[config.mk]
export PLATFORM = sky130hd
export DESIGN_NAME = ifu_fetch_queue
export DESIGN_NICKNAME = d
export VERILOG_FILES = /design/src/rtl/ifu_pkg.sv /design/src/rtl/ifu_sync_fifo.sv /design/src/rtl/ifu_fetch_queue.sv
export SDC_FILE = /design/constraint.sdc
export NUM_CORES = 1
export LEC_CHECK = 0
export BUFFER_PORTS_ARGS = -buffer_cell sky130_fd_sc_hd__buf_2
export CAP_MARGIN = 15
export CORE_ASPECT_RATIO = 1.5
export CORE_MARGIN = 2
export CORE_UTILIZATION = 30
export CTS_CLUSTER_DIAMETER = 40
export CTS_CLUSTER_SIZE = 30
export DETAILED_ROUTE_END_ITERATION = 8
export HOLD_SLACK_MARGIN = 0.06
export PLACE_DENSITY = 0.45
export SYNTH_ARGS = -nofsm -noshare
export SYNTH_HDL_FRONTEND = slang
export SYNTH_SLANG_ARGS = --single-unit
export TNS_END_PERCENT = 50
[constraint.sdc]
create_clock -name clock -period 16.7 [get_ports clock]
set_input_delay 1.67 -clock clock [delete_from_list [all_inputs] [get_ports clock]]
set_output_delay 1.67 -clock clock [all_outputs]
set_load 0.05 [all_outputs]
[src/rtl/ifu_pkg.sv]
// ifu_pkg: shared definitions for the instruction fetch front end.
//   OPC_BRANCH / OPC_JAL : major opcodes, compared against inst[6:2]
//   fq_entry_t           : one fetch queue entry {pc, inst, pred}
//   imm_b / imm_j        : sign-extended B-type and J-type immediates
package ifu_pkg;

  localparam logic [4:0] OPC_BRANCH = 5'b11000;
  localparam logic [4:0] OPC_JAL    = 5'b11011;

  typedef struct packed {
    logic [31:0] pc;
    logic [31:0] inst;
    logic        pred;
  } fq_entry_t;

  function automatic logic signed [31:0] imm_b(input logic [31:0] inst);
    imm_b = {{20{inst[31]}}, inst[7], inst[30:25], inst[11:8], 1'b0};
  endfunction

  function automatic logic signed [31:0] imm_j(input logic [31:0] inst);
    imm_j = {{12{inst[31]}}, inst[19:12], inst[20], inst[30:21], 1'b0};
  endfunction

endpackage

[src/rtl/ifu_sync_fifo.sv]
// ifu_sync_fifo: synchronous FIFO of DEPTH entries of type T.
//   clock, reset : clock, synchronous active-high reset (clears all entries)
//   push, data   : write data at the tail
//   pop          : remove the head
//   flush        : empty the queue; wins over push and pop
//   head         : entry at the head (combinational read)
//   count        : number of stored entries
//   full, empty  : status flags derived from count
module ifu_sync_fifo #(
  parameter type T     = logic [7:0],
  parameter int  DEPTH = 4
) (
  input  logic                     clock,
  input  logic                     reset,
  input  logic                     push,
  input  T                         data,
  input  logic                     pop,
  input  logic                     flush,
  output T                         head,
  output logic [$clog2(DEPTH):0]   count,
  output logic                     full,
  output logic                     empty
);

  localparam int PW = $clog2(DEPTH);
  localparam int CW = PW + 1;

  T              mem [DEPTH];
  logic [PW-1:0] wr_ptr;
  logic [PW-1:0] rd_ptr;

  assign head  = mem[rd_ptr];
  assign empty = (count == '0);
  assign full  = (count == CW'(DEPTH));

  always_ff @(posedge clock) begin
    if (reset) begin
      wr_ptr <= '0;
      rd_ptr <= '0;
      count  <= '0;
      for (int i = 0; i < DEPTH; i++) mem[i] <= '0;
    end else if (flush) begin
      wr_ptr <= '0;
      rd_ptr <= '0;
      count  <= '0;
    end else begin
      // When full, push and pop target the same slot; the head was already
      // consumed combinationally this cycle, so overwriting it is safe.
      if (push) begin
        mem[wr_ptr] <= data;
        wr_ptr      <= wr_ptr + PW'(1);
      end
      if (pop) rd_ptr <= rd_ptr + PW'(1);
      case ({push, pop})
        2'b10:   count <= count + CW'(1);
        2'b01:   count <= count - CW'(1);
        default: count <= count;
      endcase
    end
  end

endmodule

[src/rtl/ifu_fetch_queue.sv]
// ifu_fetch_queue: instruction fetch front end with a DEPTH-entry queue.
//   clock, reset         : clock, synchronous active-high reset
//   fetch_addr           : PC presented to the instruction cache
//   cache_hit/cache_inst : cache response for fetch_addr this cycle
//   jump_flush/jump_dnpc : EXU redirect
//   cs_flush/cs_dnpc     : CSR/trap redirect, higher priority than EXU
//   out_valid/out_ready  : head handshake towards decode
//   out_pc/out_inst/out_pred : head entry contents
//   occupancy            : number of queued entries
module ifu_fetch_queue
  import ifu_pkg::*;
#(
  parameter int          DEPTH    = 4,
  parameter logic [31:0] RESET_PC = 32'h8000_0000,
  parameter bit          PRED_JAL = 1'b1,
  parameter bit          PRED_BR  = 1'b1
) (
  input  logic                   clock,
  input  logic                   reset,
  output logic [31:0]            fetch_addr,
  input  logic                   cache_hit,
  input  logic [31:0]            cache_inst,
  input  logic                   jump_flush,
  input  logic [31:0]            jump_dnpc,
  input  logic                   cs_flush,
  input  logic [31:0]            cs_dnpc,
  input  logic                   out_ready,
  output logic                   out_valid,
  output logic [31:0]            out_pc,
  output logic [31:0]            out_inst,
  output logic                   out_pred,
  output logic [$clog2(DEPTH):0] occupancy
);

  logic        flush;
  logic [31:0] dnpc;
  logic        pending;
  logic [31:0] dnpc_r;
  logic        push;
  logic        pop;
  logic        full;
  logic        empty;
  logic        pred;
  logic signed [31:0] pred_off;
  logic [31:0] next_pc;
  fq_entry_t   push_entry;
  fq_entry_t   head_entry;

  assign flush = cs_flush | jump_flush;
  assign dnpc  = cs_flush ? cs_dnpc : jump_dnpc;

  assign out_valid = ~empty & ~flush;
  assign pop       = out_valid & out_ready;
  assign push      = cache_hit & ~flush & ~pending & (~full | pop);

  // Static predictor: backward branches and (optionally) JAL are taken.
  always_comb begin
    pred     = 1'b0;
    pred_off = 32'sd4;
    if (PRED_BR && cache_inst[6:2] == OPC_BRANCH && cache_inst[1:0] == 2'b11
        && cache_inst[31]) begin
      pred     = 1'b1;
      pred_off = imm_b(cache_inst);
    end else if (PRED_JAL && cache_inst[6:2] == OPC_JAL && cache_inst[1:0] == 2'b11) begin
      pred     = 1'b1;
      pred_off = imm_j(cache_inst);
    end
  end

  // Modulo-2^32 wrap is the intended behaviour.
  assign next_pc = fetch_addr + $unsigned(pred_off);

  assign push_entry = '{pc: fetch_addr, inst: cache_inst, pred: pred};

  // A flush without a hit cannot redirect yet: an outstanding refill must
  // complete on the old address, so the target is parked in dnpc_r.
  always_ff @(posedge clock) begin
    if (reset) begin
      fetch_addr <= RESET_PC;
      pending    <= 1'b0;
      dnpc_r     <= '0;
    end else if (flush) begin
      if (cache_hit) begin
        fetch_addr <= dnpc;
        pending    <= 1'b0;
      end else begin
        pending    <= 1'b1;
        dnpc_r     <= dnpc;
      end
    end else if (pending) begin
      if (cache_hit) begin
        fetch_addr <= dnpc_r;
        pending    <= 1'b0;
      end
    end else if (push) begin
      fetch_addr <= next_pc;
    end
  end

  ifu_sync_fifo #(
    .T     (fq_entry_t),
    .DEPTH (DEPTH)
  ) u_fifo (
    .clock (clock),
    .reset (reset),
    .push  (push),
    .data  (push_entry),
    .pop   (pop),
    .flush (flush),
    .head  (head_entry),
    .count (occupancy),
    .full  (full),
    .empty (empty)
  );

  assign out_pc   = head_entry.pc;
  assign out_inst = head_entry.inst;
  assign out_pred = head_entry.pred;

endmodule

[Word level (Yosys, flattened, before mapping)]
Memories as Yosys holds them, arrays and structs flattened. A register that Yosys moved wholly into a read port is not among the register bits.
Cells that the tools add are included.
Storage, ports and cells
  register bits after elaboration: 72
  bits in writable memories: 260
  memories: 1
Cells by class
  add/sub/neg operators: 5
  equal/unequal tests: 8
  multiplexer cells: 25
  bitwise gates (word level): 12
  reduce and logical (&&, ||, !) cells: 10
Memories
  u_fifo.mem: words 4, bits a word 65, read ports 1, clocked after memory_dff 1, write ports 4, line ifu_sync_fifo.sv:28  | T mem [DEPTH];
Operator list (count)
  2-to-1 mux 32 bit: 8
  2-to-1 mux 65 bit: 1
  OR reduction 65 bit: 1
  adder 32 bit: 1
  2-to-1 mux 1 bit: 12
  == test 5 bit (second input constant): 2
  2-to-1 mux 2 bit: 3
  case mux 3 bit (2 select lines): 1
  AND 1 bit: 5
  inverter 1 bit: 5
  adder 2 x 1 -> 2 bit (second input constant): 2
  == test 2 bit (second input constant): 2
  != test 2 bit (second input constant): 2
  adder 3 x 1 -> 3 bit (second input constant): 1
  == test 3 bit (second input constant): 1
  logical AND 1 bit: 3
  logical NOT 3 bit: 1
  AND reduction 3 bit: 1
  nonzero test 3 bit: 1
  subtractor 3 x 1 -> 3 bit (second input constant): 1
  == test 2 x 1 -> 1 bit (second input constant): 1
  OR 1 bit: 2
  AND reduction 2 bit: 1
  nonzero test 2 bit: 1
  OR reduction 2 bit: 1

[Logic depth before layout (Yosys ltp)]
  depth in word-level cells: 12
  gate-level depth with buffers: 14
  gate-level depth less buffers: 13

[Cells and area by module]
Synthesis repeated with hierarchy kept, for this count alone.
Unflattened totals
  cell total of the unflattened synthesis: 1492
  area, all modules: 16808.6 um^2
By module, submodules not included
  ifu_sync_fifo: times used 1, cells an instance 749, area an instance 11388.4 um^2, sequential area each 7987.7 um^2
  ifu_fetch_queue: times used 1, cells an instance 743, area an instance 5420.2 um^2, sequential area each 1301.2 um^2

[Worst setup path after synthesis]
Ideal clock, no wire load.
  path kind: input port to flip-flop
  start: in cs_flush
  end: mem u_fifo.mem[3][0] (netlist bit), enable pin
  arrival time: 7.253 ns
  data required time: 16.122 ns
  path slack: 8.870 ns
  stages on the path: 6
  path through: buf_2 > nor3_1 > clkbuf_1 > and3_1 > nand2_1 > o21ai_0
RTL lines
  from (decl): line ifu_fetch_queue.sv:25  | input logic cs_flush,
  to (decl): line ifu_sync_fifo.sv:28

[Worst setup path in the final report]
  start: in cache_inst[4]
  end: reg fetch_addr[26]
On the way
  longest elaborated chain between the ends: 8
  elaborated cells on any way between the ends: 11
  those cells by class: 1 x add/sub; 2 x eq/ne; 5 x mux; 3 x reduce/logical
RTL lines
  from (decl): line ifu_fetch_queue.sv:22  | input logic [31:0] cache_inst,
  == test 5 bit (on tied branches): line ifu_fetch_queue.sv:64, ifu_fetch_queue.sv:60
  logical AND 1 bit (on tied branches): line ifu_fetch_queue.sv:64, ifu_fetch_queue.sv:60
  2-to-1 mux 32 bit or logical AND 1 bit (tied branches): line ifu_fetch_queue.sv:64, ifu_fetch_queue.sv:61
  2-to-1 mux 32 bit (*): line ifu_fetch_queue.sv:60  | if (PRED_BR && cache_inst[6:2] == OPC_BRANCH && cache_inst[1:0] == 2'b11
  adder 32 bit (*): line ifu_fetch_queue.sv:71  | assign next_pc = fetch_addr + $unsigned(pred_off);
  2-to-1 mux 32 bit (*): line ifu_fetch_queue.sv:95  | end else if (push) begin
  2-to-1 mux 32 bit (*): line ifu_fetch_queue.sv:90  | end else if (pending) begin
  2-to-1 mux 32 bit (*): line ifu_fetch_queue.sv:82  | end else if (flush) begin
  to (signal assigned): line ifu_fetch_queue.sv:84  | fetch_addr <= dnpc;
  to (signal assigned): line ifu_fetch_queue.sv:92  | fetch_addr <= dnpc_r;
  to (signal assigned): line ifu_fetch_queue.sv:96  | fetch_addr <= next_pc;
  to (decl): line ifu_fetch_queue.sv:20  | output logic [31:0] fetch_addr,
Every way passes the cells marked *; elsewhere a longest branch is shown, timed or not. The select of a mux whose other input is x is not followed.
A chain may end at the register's enable or synchronous reset.

==> impl.org <==
** Logic synthesis
- Count of different cell masters after synthesis :: 72
- Number of warnings issued by yosys :: 0
- Most common library cells after synthesis :: 260 x sky130_fd_sc_hd__edfxtp_1, 256 x sky130_fd_sc_hd__nor2_1, 146 x sky130_fd_sc_hd__nand2_1
- Top-area cell type share of the netlist area :: 0.468
- Compound-Gate Fraction of Synth Area :: 0.110
- Number of synthesized flops with an enable pin :: 260
- By area, the combinational part of the netlist is dominated by simple AND/OR/NAND/NOR gates.
- Net count after synthesis :: 1619
- Synthesized-area fraction occupied by xor and xnor cells :: 0.0116
- A synthesized cell averages 11.2 sq um.
- After synthesis, the share of cell area in mux cells is 0.107.
- After synthesis the cells add up to 16700 sq um.
- Number of flip-flops and latches in the synthesized netlist :: about 330
- In the synthesized netlist the dominant register cell turns out to be sky130_fd_sc_hd__edfxtp_1.
- In the post-synthesis netlist, the biggest area contributors are sky130_fd_sc_hd__edfxtp_1 47%, sky130_fd_sc_hd__dfxtp_1 8.9%, sky130_fd_sc_hd__mux4_2 8.8%.
- For this run, the register share of the synthesized area comes to 0.557.
- Simple-gate portion of the synthesized area :: 0.146
- In the synthesized netlist the async set-or-reset flop fraction comes to 0.
- Post-synthesis instance total :: 1483
- Top cell type by total area after synthesis :: sky130_fd_sc_hd__edfxtp_1
- Of the total synthesized cell area, the portion taken by full adders, half adders and majority gates is 0.0264.
- Yosys instantiated no cell more often than sky130_fd_sc_hd__edfxtp_1.

** Timing
- Between clock sinks in the finished design, the worst skew comes to ~0.026 ns.
- Max-Slew Margin vs Limit :: 0.300
- In the finished design, the share of the clock period the worst path needs comes to 0.300.
- Achievable Freq :: 0.200 GHz
- Setup slack on the critical path of the routed design comes to roughly 12 ns.
- Setup violations remaining at the end of the flow were counted as 0.
- Setup repair after global routing left no endpoint under its margin.
- Summed over all failing endpoints, the final setup total negative slack is 0 ns.
- Final slew viol count :: 0
- For the pin with the worst max-slew slack, the measured transition is 1.05 ns.
- Final hold viol count :: 0
- Subtracting the final worst setup slack from the clock period gives 5.00 ns.

** Routing
- Number of vias in the routed layout :: ~12k
- Wires add up to 53.3 mm.
- Drt first-iter violations :: 750
- After detailed routing, the number of vias per cell comes to 5.08.
- Once detail routing completed, the nets flagged for antenna violations numbered 0.
- Number of detailed-route iterations in the first pass :: 6
- In the final routed layout, each cell accounts on average for roughly 22 um.
- Post-route DRC :: 0

** Critical path
- For the worst flop-to-flop path, the logic depth is 6.
- Across all register-to-register paths, the minimum setup slack is 13.51 ns.
- Start-to-end type of the worst setup path :: in -> reg
- Required time of the worst setup path :: between 15 and 20 ns
- Category of the worst setup path capture point :: flip-flop
- Of all nets on the critical path, the largest fanout is 13.
- STA classifies the critical path startpoint as an input pin.
- STA puts the critical path data arrival time at 5.49 ns.

** Floorplanning
- The initial utilization of the core area, before any placement, comes to 0.304.
- In this run the vertical extent of the chip is 293 um.
- In this run the horizontal extent of the chip is 196 um.
- In this run the standard cell core region covers 54800 sq um.
- Total Die Area :: about 57000 sq um
- Total I/O pin count :: 203
- Row generation in the floorplan step produced 105 rows.

** Place
- Timing analysis after detailed placement gives a worst setup slack of 10.95 ns.
- During placement, the flow inserted port buffers numbering 202.
- Routability-driven placement finished with a final weighted congestion of 0.858.
- Placed wire-length estimate after detailed placement :: approximately 34 mm

** Min path
- Counting instances, the worst hold path has a depth of 2.
- Class of the tightest hold or removal check :: reg -> reg

** CTS
- For the worst-skew pair, the clock arrives at the later sink with an insertion delay of 0.60 ns.
- TritonCTS built the clock tree.
- The cell sitting at the root of the clock tree is a sky130_fd_sc_hd__clkbuf_16.
- Number of buffers created by CTS :: 49
- Once the clock tree was built, the setup fixing pass inserted 0 buffers.
- Post_cts resized :: 0
- Sinks on Clock Net :: between 300 and 400
- After clock tree synthesis, the clock-pin slew on the worst setup and hold paths is approximately 0.060 ns.
- Clk buf depth :: 3
- H-tree depth reported by CTS :: 2
- # hold bufs at CTS :: 0

** Layout
- Relative to the synthesized area, the layout overhead comes to 20.5%.
- Final nets :: 1797
- Fraction of layout instances using a drive strength above 1 :: 0.237
- Fill cells in the final layout number 5475.

** Pwr
- Reported leakage power :: 8.24 nW
- Largest vdd supply drop :: 0.0801 mV
- Total chip power :: approximately 2.2 mW
- Power spread over the standard cell area amounts to approximately 110 nW/um^2.

** Global route
- The number of global-route vias before repair came to 12.4k.
- Residual overflow from global routing :: 0
- Total GRT Usage :: 0.186
- Global-route wire length before repair :: 80.0 mm
- Number of antenna violations at the first check in global routing :: 3
- Entering global routing, the biggest net connects 67 pins.

** Run
- Number of maximum-capacitance constraint violations :: 0

** Run status
- The run finished with clean final reports.
## registers in the layout (all words and copies together) (netlist names), named ones only
register       cells
u_fifo.mem       260
u_fifo.wr_ptr      2
u_fifo.rd_ptr      2
fetch_addr        32
pending            1
dnpc_r            32
u_fifo.count       3
## cell type report
| cell class | instances | area, sq um | area share |
|---|---|---|---|
| sequential | 334 | 9290 | 0.463 |
| antenna | 2 | 5.00 | 0.000249 |
| timing repair buffer | 225 | 1190 | 0.0590 |
| multi-input combinational | 974 | 6740 | 0.335 |
| tap | 695 | 870 | 0.0433 |
| clock inverter | 40 | 473 | 0.0235 |
| inverter | 77 | 289 | 0.0144 |
| clock buffer | 52 | 1240 | 0.0616 |
## cells by family (layout without fill, tap and decap cells)
kind of cell,Yosys count,after routing
fa+ha+maj,34,34
compound gates,275,275
other cells,0,2
mux,96,96
xor+xnor,22,22
simple gates,547,547
buf+inv,175,394
flops,334,334
## power breakdown
| group | switching (mW) | internal (mW) |
|---|---|---|
| logic | 0.146 | 0.0586 |
| clock network | 0.439 | 0.637 |
| registers | 0.0231 | 0.931 |
| total | 0.607 | 1.63 |
## layout by cell type, fill, tap and decap left out, drive strengths merged, types with 12 or more instances in the layout
cell type,netlist,layout
a211oi,39,39
a21o,17,17
a21oi,79,79
a31oi,12,12
and2,75,75
buf,28,225
clkbuf,70,52
clkinv,0,17
dfxtp,74,74
edfxtp,260,260
ha,32,32
inv,77,92
mux2i,30,30
mux4,65,65
nand2,146,146
nand3,12,12
nand4,13,13
nor2,256,256
o21a,18,18
o21ai,52,52
xnor2,14,14
## routing by layer
metal	track usage	vias up	routed length (um)
met2	0.324	342	26700
li1	-	5754	-
met1	0.240	6008	22700
met3	0.0310	67	2910
met4	0.0453	4	964
met5	0	-	27
## worst max-delay path: stages
cell and delay [ns]:
sky130_fd_sc_hd__buf_2 0.12, sky130_fd_sc_hd__nor2b_1 0.19, sky130_fd_sc_hd__nand4_1 0.27, sky130_fd_sc_hd__nor2_1 0.81, sky130_fd_sc_hd__mux2i_1 0.28, sky130_fd_sc_hd__nand2_1 0.11, sky130_fd_sc_hd__ha_1 0.29, sky130_fd_sc_hd__a21o_1 0.12
sky130_fd_sc_hd__nand4_1 0.17, sky130_fd_sc_hd__a211oi_1 0.54, sky130_fd_sc_hd__or3_4 0.26, sky130_fd_sc_hd__a41oi_1 0.13, sky130_fd_sc_hd__xor2_1 0.18, sky130_fd_sc_hd__a2111oi_2 0.34
## path summary, 6_finish.rpt
kind	startpoint	endpoint
max	cache_inst[4]	fetch_addr[26]
min	dnpc_r[5]	dnpc_r[5]
max reg2reg	pending	fetch_addr[21]
min reg2reg	dnpc_r[5]	dnpc_r[5]
## through the flow
stage	instance area, sq um	std cells	hold slack (ns)	utilization
after floorplan	16700	1483	0.477	-
after global placement	18400	2305	0.485	0.335
after detailed placement	18400	2305	0.491	0.335
after CTS	20100	2397	0.499	0.367
after global routing	20100	2397	0.519	0.367
final	20100	2399	0.496	0.367
No activity file was read; power rests on OpenSTA's default activity.
